## src/rtl/muldiv_iter.sv

```systemverilog
// muldiv_iter: iterative RISC-V M-extension mul/div engine; define MULDIV_RESULT_CACHE_EN to add a last-divide result cache
module muldiv_iter #(
  parameter int XLEN      = 32,
  parameter int MUL_STEPS = 1,
  parameter int DIV_STEPS = 1
) (
  input  logic            clk_i,
  input  logic            rst_i,
  input  logic            valid_i,
  output logic            ready_o,
  input  logic [2:0]      op_i,
  input  logic [XLEN-1:0] a_i,
  input  logic [XLEN-1:0] b_i,
  input  logic            flush_i,
  output logic            valid_o,
  input  logic            ready_i,
  output logic [XLEN-1:0] result_o,
  output logic            busy_o
);
  localparam int N_MUL = XLEN / MUL_STEPS;
  localparam int N_DIV = XLEN / DIV_STEPS;
  localparam int CW    = $clog2(XLEN + 1);
  typedef enum logic [2:0] {IDLE, MUL, DIV, FIX, DONE} state_t;
  state_t                    state_q, state_d;
  logic [2:0]                op_q, op_d;
  logic                      neg_q, neg_d, rneg_q, rneg_d;
  logic [XLEN-1:0]           opnd_q, opnd_d, res_q, res_d;
  logic [2*XLEN-1:0]         acc_q, acc_d;
  logic [CW-1:0]             cnt_q, cnt_d;
  logic                      sa, sb, div_zero, ovf, hit;
  logic [XLEN-1:0]           ma, mb, quo, rem, hit_res;
  logic [XLEN+MUL_STEPS-1:0] msum;
  logic [2*XLEN+MUL_STEPS-1:0] mshift;
  logic [2*XLEN-1:0]         dr, prod;
  logic [XLEN:0]             full, diff;

  // operand conditioning, one mul/div iteration, sign fix-up and next-state selection
  always_comb begin
    sa       = a_i[XLEN-1] & (op_i[2] ? ~op_i[0] : op_i[1:0] != 2'd3);
    sb       = b_i[XLEN-1] & (op_i[2] ? ~op_i[0] : ~op_i[1]);
    ma       = sa ? -a_i : a_i;
    mb       = sb ? -b_i : b_i;
    div_zero = op_i[2] && b_i == '0;
    ovf      = op_i[2] && !op_i[0] && a_i == {1'b1, {(XLEN-1){1'b0}}} && b_i == '1;
    msum     = (XLEN+MUL_STEPS)'(acc_q[2*XLEN-1:XLEN]) + (XLEN+MUL_STEPS)'(opnd_q) * (XLEN+MUL_STEPS)'(acc_q[MUL_STEPS-1:0]);
    mshift   = {msum, acc_q[XLEN-1:0]};
    dr       = acc_q;
    full     = '0;
    diff     = '0;
    for (int i = 0; i < DIV_STEPS; i++) begin
      full = dr[2*XLEN-1:XLEN-1];
      diff = full - {1'b0, opnd_q};
      dr   = {diff[XLEN] ? full[XLEN-1:0] : diff[XLEN-1:0], dr[XLEN-2:0], ~diff[XLEN]};
    end
    prod    = neg_q ? -acc_q : acc_q;
    quo     = neg_q ? -acc_q[XLEN-1:0] : acc_q[XLEN-1:0];
    rem     = rneg_q ? -acc_q[2*XLEN-1:XLEN] : acc_q[2*XLEN-1:XLEN];
    state_d = state_q;
    op_d    = op_q;
    neg_d   = neg_q;
    rneg_d  = rneg_q;
    opnd_d  = opnd_q;
    acc_d   = acc_q;
    cnt_d   = cnt_q;
    res_d   = res_q;
    if (flush_i) state_d = IDLE;
    else case (state_q)
      IDLE: if (valid_i) begin
        op_d    = op_i;
        neg_d   = sa ^ sb;
        rneg_d  = sa;
        opnd_d  = op_i[2] ? mb : ma;
        acc_d   = {{XLEN{1'b0}}, op_i[2] ? ma : mb};
        cnt_d   = op_i[2] ? CW'(N_DIV - 1) : CW'(N_MUL - 1);
        state_d = op_i[2] ? DIV : MUL;
        if (div_zero || ovf || hit) begin
          res_d   = div_zero ? (op_i[1] ? a_i : {XLEN{1'b1}}) : ovf ? (op_i[1] ? {XLEN{1'b0}} : a_i) : hit_res;
          state_d = DONE;
        end
      end
      MUL: begin
        acc_d   = mshift[2*XLEN+MUL_STEPS-1:MUL_STEPS];
        cnt_d   = cnt_q - CW'(1);
        state_d = cnt_q == '0 ? FIX : MUL;
      end
      DIV: begin
        acc_d   = dr;
        cnt_d   = cnt_q - CW'(1);
        state_d = cnt_q == '0 ? FIX : DIV;
      end
      FIX: begin
        res_d   = op_q[2] ? (op_q[1] ? rem : quo) : (op_q[1:0] == 2'd0 ? prod[XLEN-1:0] : prod[2*XLEN-1:XLEN]);
        state_d = DONE;
      end
      default: state_d = ready_i ? IDLE : DONE;
    endcase
  end

  // engine registers; reset lands in IDLE with the result cleared
  always_ff @(posedge clk_i) begin
    if (rst_i) begin
      state_q <= IDLE;
      op_q    <= '0;
      neg_q   <= 1'b0;
      rneg_q  <= 1'b0;
      opnd_q  <= '0;
      acc_q   <= '0;
      cnt_q   <= '0;
      res_q   <= '0;
    end else begin
      state_q <= state_d;
      op_q    <= op_d;
      neg_q   <= neg_d;
      rneg_q  <= rneg_d;
      opnd_q  <= opnd_d;
      acc_q   <= acc_d;
      cnt_q   <= cnt_d;
      res_q   <= res_d;
    end
  end

`ifdef MULDIV_RESULT_CACHE_EN
  logic            c_wr, c_vld_q, c_vld_d, c_sgn_q, c_sgn_d;
  logic [XLEN-1:0] ka_q, ka_d, kb_q, kb_d, c_a_q, c_a_d, c_b_q, c_b_d, c_quo_q, c_quo_d, c_rem_q, c_rem_d;

  // hold the raw operands of the running op and store the entry when a divide leaves FIX
  always_comb begin
    ka_d    = state_q == IDLE ? a_i : ka_q;
    kb_d    = state_q == IDLE ? b_i : kb_q;
    c_wr    = state_q == FIX && op_q[2] && !flush_i;
    c_vld_d = c_vld_q | c_wr;
    c_sgn_d = c_wr ? ~op_q[0] : c_sgn_q;
    c_a_d   = c_wr ? ka_q : c_a_q;
    c_b_d   = c_wr ? kb_q : c_b_q;
    c_quo_d = c_wr ? quo : c_quo_q;
    c_rem_d = c_wr ? rem : c_rem_q;
  end

  assign hit     = op_i[2] && c_vld_q && c_sgn_q == ~op_i[0] && c_a_q == a_i && c_b_q == b_i;
  assign hit_res = op_i[1] ? c_rem_q : c_quo_q;

  // cache registers; reset invalidates the entry
  always_ff @(posedge clk_i) begin
    if (rst_i) begin
      ka_q    <= '0;
      kb_q    <= '0;
      c_vld_q <= 1'b0;
      c_sgn_q <= 1'b0;
      c_a_q   <= '0;
      c_b_q   <= '0;
      c_quo_q <= '0;
      c_rem_q <= '0;
    end else begin
      ka_q    <= ka_d;
      kb_q    <= kb_d;
      c_vld_q <= c_vld_d;
      c_sgn_q <= c_sgn_d;
      c_a_q   <= c_a_d;
      c_b_q   <= c_b_d;
      c_quo_q <= c_quo_d;
      c_rem_q <= c_rem_d;
    end
  end
`else
  assign hit     = 1'b0;
  assign hit_res = '0;
`endif

  assign ready_o  = state_q == IDLE;
  assign busy_o   = state_q != IDLE;
  assign valid_o  = state_q == DONE;
  assign result_o = res_q;
endmodule

```

## config.mk

```make
export PLATFORM = sky130hd
export DESIGN_NAME = muldiv_iter
export DESIGN_NICKNAME = d
export VERILOG_FILES = /design/src/rtl/muldiv_iter.sv
export SDC_FILE = /design/constraint.sdc
export NUM_CORES = 1
export LEC_CHECK = 0
export CORE_MARGIN = 10
export CORE_UTILIZATION = 60
export DETAILED_ROUTE_END_ITERATION = 16
export GPL_TIMING_DRIVEN = 0
export PLACE_DENSITY = 0.81
export SLEW_MARGIN = 20
export SYNTH_ARGS = -nofsm -noshare
export SYNTH_HDL_FRONTEND = slang
export SYNTH_SLANG_ARGS = --single-unit
```

## constraint.sdc

```tcl
create_clock -name clk_i -period 6 [get_ports clk_i]
set_clock_uncertainty 0.05 [all_clocks]
set_input_delay 1.2 -clock clk_i [delete_from_list [all_inputs] [get_ports clk_i]]
set_output_delay 1.2 -clock clk_i [all_outputs]
set_load 0.01 [all_outputs]
```

## Word level (Yosys, flattened, before mapping)

Cells that the tools add are included.

- Bits in registers: 142
- Word-level logic and storage cells: 84
- Input bits: 72
- Output and inout bits: 35

- Reductions and logical operators: 20
- Bitwise operators: 7
- Add/sub/neg operators: 8
- Equal/unequal tests: 9
- $mul: 1
- Multiplexer cells: 31

Operator list:

| operator | count |
|---|---|
| 2-to-1 mux 32 bit | 16 |
| case mux 64 bit (3 select lines) | 1 |
| 2-to-1 mux 64 bit | 2 |
| negation 32 bit | 4 |
| == test 32 bit (second input constant) | 2 |
| negation 64 bit | 1 |
| case mux 32 bit (2 select lines) | 1 |
| adder 32 x 33 -> 33 bit | 1 |
| multiplier 32 x 1 -> 33 bit | 1 |
| subtractor 33 x 32 -> 33 bit | 1 |
| zero test 32 bit | 1 |
| case mux 3 bit (4 select lines) | 1 |
| case mux 6 bit (2 select lines) | 1 |
| 2-to-1 mux 3 bit | 3 |
| AND reduction 3 bit | 3 |
| == test 3 x 2 -> 1 bit (second input constant) | 2 |
| zero test 6 bit | 1 |
| 2-to-1 mux 6 bit | 1 |
| nonzero test 3 bit | 2 |
| subtractor 6 x 1 -> 6 bit (second input constant) | 1 |
| logical AND 1 bit | 4 |
| 2-to-1 mux 2 bit | 2 |
| != test 2 bit (second input constant) | 2 |
| NOT 1 bit | 4 |
| 13 further kinds | 18 |

## Logic depth before layout (Yosys ltp)

- Depth in word-level cells: 9
- Depth in mapped cells: 14
- Mapped depth without buffers: 12

## Least setup slack after synthesis

No wires, ideal clock.

- Path kind: input to register
- From: input port b_i[23]
- To: register res_q[30] (netlist: result_o[30])
- Path buffers: 1
- Slack: 2.352 ns
- Library setup time: 0.120 ns
- Data arrival time: 3.478 ns
- Required time: 5.830 ns
- Cell stages on the path: 9
- Path through: or4_4 or4_1 or2_1 or3_4 nor3_4 o31a_1 buf_6 nor3b_1 a211o_1

- Word-level cells in the longest chain between the ends: 7
- Elaborated cells on any way between the ends: 12
- Classes of those cells: eq/ne: 2; mux: 5; reduce/logical: 5

Ends and longest elaborated chain:

| element | RTL line | text |
|---|---|---|
| start, declared | 13 | `input logic [XLEN-1:0] b_i,` |
| == test 32 bit | 44 | `ovf = op_i[2] && !op_i[0] && a_i == {1'b1, {(XLEN-1){1'b0}}} && b_i == '1;` |
| logical AND 1 bit | 44 |  |
| 2-to-1 mux 32 bit (2 in series) | 77 | `res_d = div_zero ? (op_i[1] ? a_i : {XLEN{1'b1}}) : ovf ? (op_i[1] ? {XLEN{1'b0}} : a_i) : hit_res;` |
| 2-to-1 mux 32 bit | 76 | `if (div_zero \|\| ovf \|\| hit) begin` |
| 2-to-1 mux 32 bit | 68 | `IDLE: if (valid_i) begin` |
| case mux 32 bit (2 select lines) | 67 | `else case (state_q)` |
| end signal, assigned | 118 | `res_q <= res_d;` |
| end, declared | 27 | `logic [XLEN-1:0] opnd_q, opnd_d, res_q, res_d;` |

Several ways; a longest one is shown, not always the timed one. The select of a mux whose other input is x is not followed.
A chain may end at the register's enable or synchronous reset.

## Worst setup path after layout

- From: register acc_q[0]
- To: register acc_q[61]

- Word-level cells in the longest chain between the ends: 3

Ends and longest elaborated chain:

| element | RTL line | text |
|---|---|---|
| start, declared | 28 | `logic [2*XLEN-1:0] acc_q, acc_d;` |
| start signal, assigned | 107 | `acc_q <= '0;` |
| start signal, assigned | 116 | `acc_q <= acc_d;` |
| multiplier 32 x 1 -> 33 bit | 45 | `msum = (XLEN+MUL_STEPS)'(acc_q[2*XLEN-1:XLEN]) + (XLEN+MUL_STEPS)'(opnd_q) * (XLEN+MUL_STEPS)'(acc_q[MUL_STEPS ...` |
| adder 32 x 33 -> 33 bit | 45 |  |
| case mux 64 bit (3 select lines) | 67 |  |

Every way passes these cells.

==> flow_summary.json <==
{
  "status": "complete, no violations",
  "synth.avg_cell_area_um2": 7.18,
  "p_leak_nw": 6.23,
  "slew_violations": 0,
  "grt_overflow": 0,
  "clkLatencyLatePin_ns": 0.45,
  "min_to": "opnd_q[11]",
  "synthesis.area_um2": 14900,
  "fin_tns_setup_ns": 0,
  "setup_viol": 0,
  "irDropWorstVdd_mv": 0.194,
  "ys_ff_latch": 142,
  "slew_headroom_pct": 25.3,
  "fp.dieW_um": 177,
  "holdBufCountCts": 0,
  "finalCritPeriodShare_pct": 78.0,
  "cts_tree": "yes",
  "fillers": 2179,
  "dr_wl_met3_mm": 10.1,
  "startpoint_type": "register",
  "wl_met2_mm": 27.2,
  "drt_iter0_drc": 3185,
  "design_area_um2": 16900,
  "syn-num-nets": 2212,
  "timing.rr.end": "acc_q[61]",
  "ctsRootBufferMaster": "clkbuf_16",
  "arrival_ns": 4.99,
  "worstPathRequired_ns": 6.31,
  "reg2reg_slack_ns": 1.32,
  "grt_max_degree": 18,
  "max_freq_mhz": 214,
  "drt_pre_antenna_iters": 7,
  "cellPowerDensity_nw_per_um2": 227,
  "cts.sinks": 142,
  "gp_congestion": 1.14,
  "dr.max_layer_used": "met4",
  "vias_per_cell": 7.17,
  "post_cts_buffers": 0,
  "timing_worst_setup_path_type": "register to register",
  "drc": 0,
  "hold_depth": 2,
  "nets": 2335,
  "cap_violations": 0,
  "cts_inserted_buffers": 17,
  "hold_class": "register to register",
  "fin_ws_ns": 1.32,
  "clock_path_buffers": 2,
  "finalCoreUtilization_pct": 69.6,
  "grt_pass1_wl_mm": 100,
  "drt-met1-wl_mm": 25.0,
  "rr_startpoint": "acc_q[0]",
  "seq_area_frac_synth_pct": 19.1,
  "dr_total_vias": 18136,
  "yosysWarnings": 0,
  "start_util_pct": 61.1,
  "die-area_um2": 31400,
  "wl_mm": 67.3,
  "cts_max_level": 4,
  "min_period_ns": 4.68,
  "r2r_cells": 13,
  "io_pins": 107,
  "async_reset_ff_share_pct": 0,
  "placed_area_um2": 16300,
  "die_h_um": 177,
  "worst_pin_slew_ns": 1.12,
  "end_kind": "register",
  "grt_antenna_before_repair": 0,
  "drive_above_1_share_pct": 4.95,
  "coreArea_um2": 24300,
  "synth_flop_cell": "dfxtp_1",
  "cts_resized": 0,
  "cp_max_fo": 10,
  "grt_use_total_pct": 41.1,
  "cts.clk_slew.worst_paths_ns": 0.08,
  "row_count": 57,
  "hpwl_mm": 53.3,
  "hold_ws_ns": 0.406,
  "area_delta_synth_final_pct": 14.0,
  "ant_nets": 0,
  "grt_pass1_vias": 16719,
  "min_from": "opnd_q[11]",
  "place_ws_ns": 1.29,
  "port_buffers": 104,
  "rsz0062_at_grt": "false",
  "synth_cell_types": 91,
  "hold_viol_final": 0,
  "synthCells": 2068,
  "synth_edf_count": 0,
  "drt-wirelength-per-cell_um": 26.6
}
==> final cells by class <==
| cell class | count | area, um2 | share of cell area (%) |
|---|---|---|---|
| sequential | 142 | 2840 | 16.8 |
| clock buffer | 17 | 425 | 2.51 |
| clock inverter | 15 | 189 | 1.12 |
| antenna | 3 | 7.51 | 0.0443 |
| timing repair buffer | 104 | 1040 | 6.15 |
| buffer | 167 | 723 | 4.27 |
| multi-input combinational | 1689 | 11000 | 65.2 |
| tap | 324 | 405 | 2.39 |
| inverter | 70 | 263 | 1.55 |
==> per-layer routing <==
layer	track usage (%)	vias up
li1	-	7918
met1	52.7	8309
met2	59.1	1547
met3	13.2	362
met4	24.7	0
met5	0	-
==> critical path, cell delays in order (launching register included) <==
cell and delay (ns):
dfxtp_1 0.52, clkinv_1 0.38, clkbuf_1 0.44, nor2_1 0.21, ha_1 0.30, a211oi_1 0.36
o21a_1 0.27, o21ai_0 0.23, a221oi_1 0.60, o21ai_0 0.44, a31oi_1 0.30, xnor2_1 0.16
a21oi_1 0.12, o22ai_1 0.21
==> synthesized netlist by cell type (all sizes together), types with 5 or more instances <==
cell type | instances | area (um2)
o21a | 15 | 114
nand2b | 18 | 113
o2111ai | 7 | 61.3
o41ai | 20 | 183
mux2i | 28 | 280
dfxtp | 142 | 2840
o31a | 6 | 52.6
nor4 | 21 | 189
or2 | 11 | 68.8
o211ai | 28 | 210
ha | 70 | 876
o22ai | 12 | 75.1
a21oi | 175 | 876
or3 | 22 | 143
nor2b | 8 | 50.1
and2 | 14 | 87.6
nand3 | 31 | 160
a221oi | 46 | 415
a2111oi | 5 | 43.8
mux2 | 16 | 180
xnor2 | 95 | 832
xor2 | 99 | 867
inv | 66 | 248
o31ai | 22 | 165
o21ai | 249 | 1250
a31oi | 55 | 344
nor2 | 169 | 634
nor3b | 7 | 52.6
o21bai | 11 | 82.6
nor3 | 46 | 269
buf | 34 | 223
a22oi | 7 | 52.6
a221o | 9 | 90.1
a211oi | 30 | 225
a21o | 31 | 233
a41oi | 5 | 51.3
nand2 | 181 | 682
clkbuf | 133 | 500
and3 | 7 | 43.8
nand4 | 27 | 169
or4 | 19 | 161
==> report_power, final <==
part           total (mW)  internal, mW  switching, mW  leakage (nW)
registers            1.08         0.998         0.0825          1.16
clock network        1.15         0.602          0.551         0.297
logic                1.60         0.571           1.03          4.78
total                3.84          2.17           1.66          6.23
==> cells in the final DEF, fill, tap and decap left out, drive strengths merged, types with 12 or more instances in the layout <==
cell type and n:
nand2b 18, or4 19, or3 22, a21o 31, mux2i 28, nand3 31, and2 14, a31oi 55
nor2 169, xnor2 95, inv 75, o21ai 249, dfxtp 142, nor4 21, mux2 16, xor2 99
a221oi 46, o31ai 22, clkdlybuf4s50 104, nand4 27, a21oi 175, o211ai 28, ha 70, o21a 15
nand2 181, clkbuf 150, a211oi 30, buf 34, nor3 46, o22ai 12, o41ai 20
==> logic make-up (layout without fill, tap and decap cells) <==
family	Yosys count	count (layout)	share of synthesized area, %
AOI/OAI and AO/OA	782	782	33.5
and+or+nand+nor	597	597	20.0
adders and majority gates	72	72	6.17
other	0	3	0
muxes	44	44	3.10
DFF	142	142	19.1
xor gates and xnor gates	194	194	11.4
buffers and inverters	237	373	6.64
==> registers in the layout (all words and copies together) (netlist names) <==
signal / flops
acc_q: 64
neg_q: 1
state_q: 3
op_q: 3
opnd_q: 32
rneg_q: 1
cnt_q: 6
result_o: 32
==> worst max-delay path by stage <==
stage | start | end | slack, ns | cells after the start
floorplan | b_i[23] | result_o[30] | 2.35 | 9
global placement | b_i[5] | result_o[31] | 1.27 | 11
detailed placement | b_i[5] | result_o[31] | 1.29 | 11
CTS | acc_q[0] | acc_q[61] | 1.55 | 13
global route | acc_q[0] | acc_q[60] | 1.07 | 14
finish | acc_q[0] | acc_q[61] | 1.32 | 13
==> stage by stage <==
| stage | power (mW) | std cells |
|---|---|---|
| 3_3_place_gp | 2.56 | 2496 |
| 2_1_floorplan | 2.10 | 2068 |
| 5_1_grt | 3.93 | 2528 |
| 6_report | 3.84 | 2531 |
| 3_5_place_dp | 2.59 | 2496 |
| 4_1_cts | 3.71 | 2528 |
No activity file was read; power rests on OpenSTA's default activity.
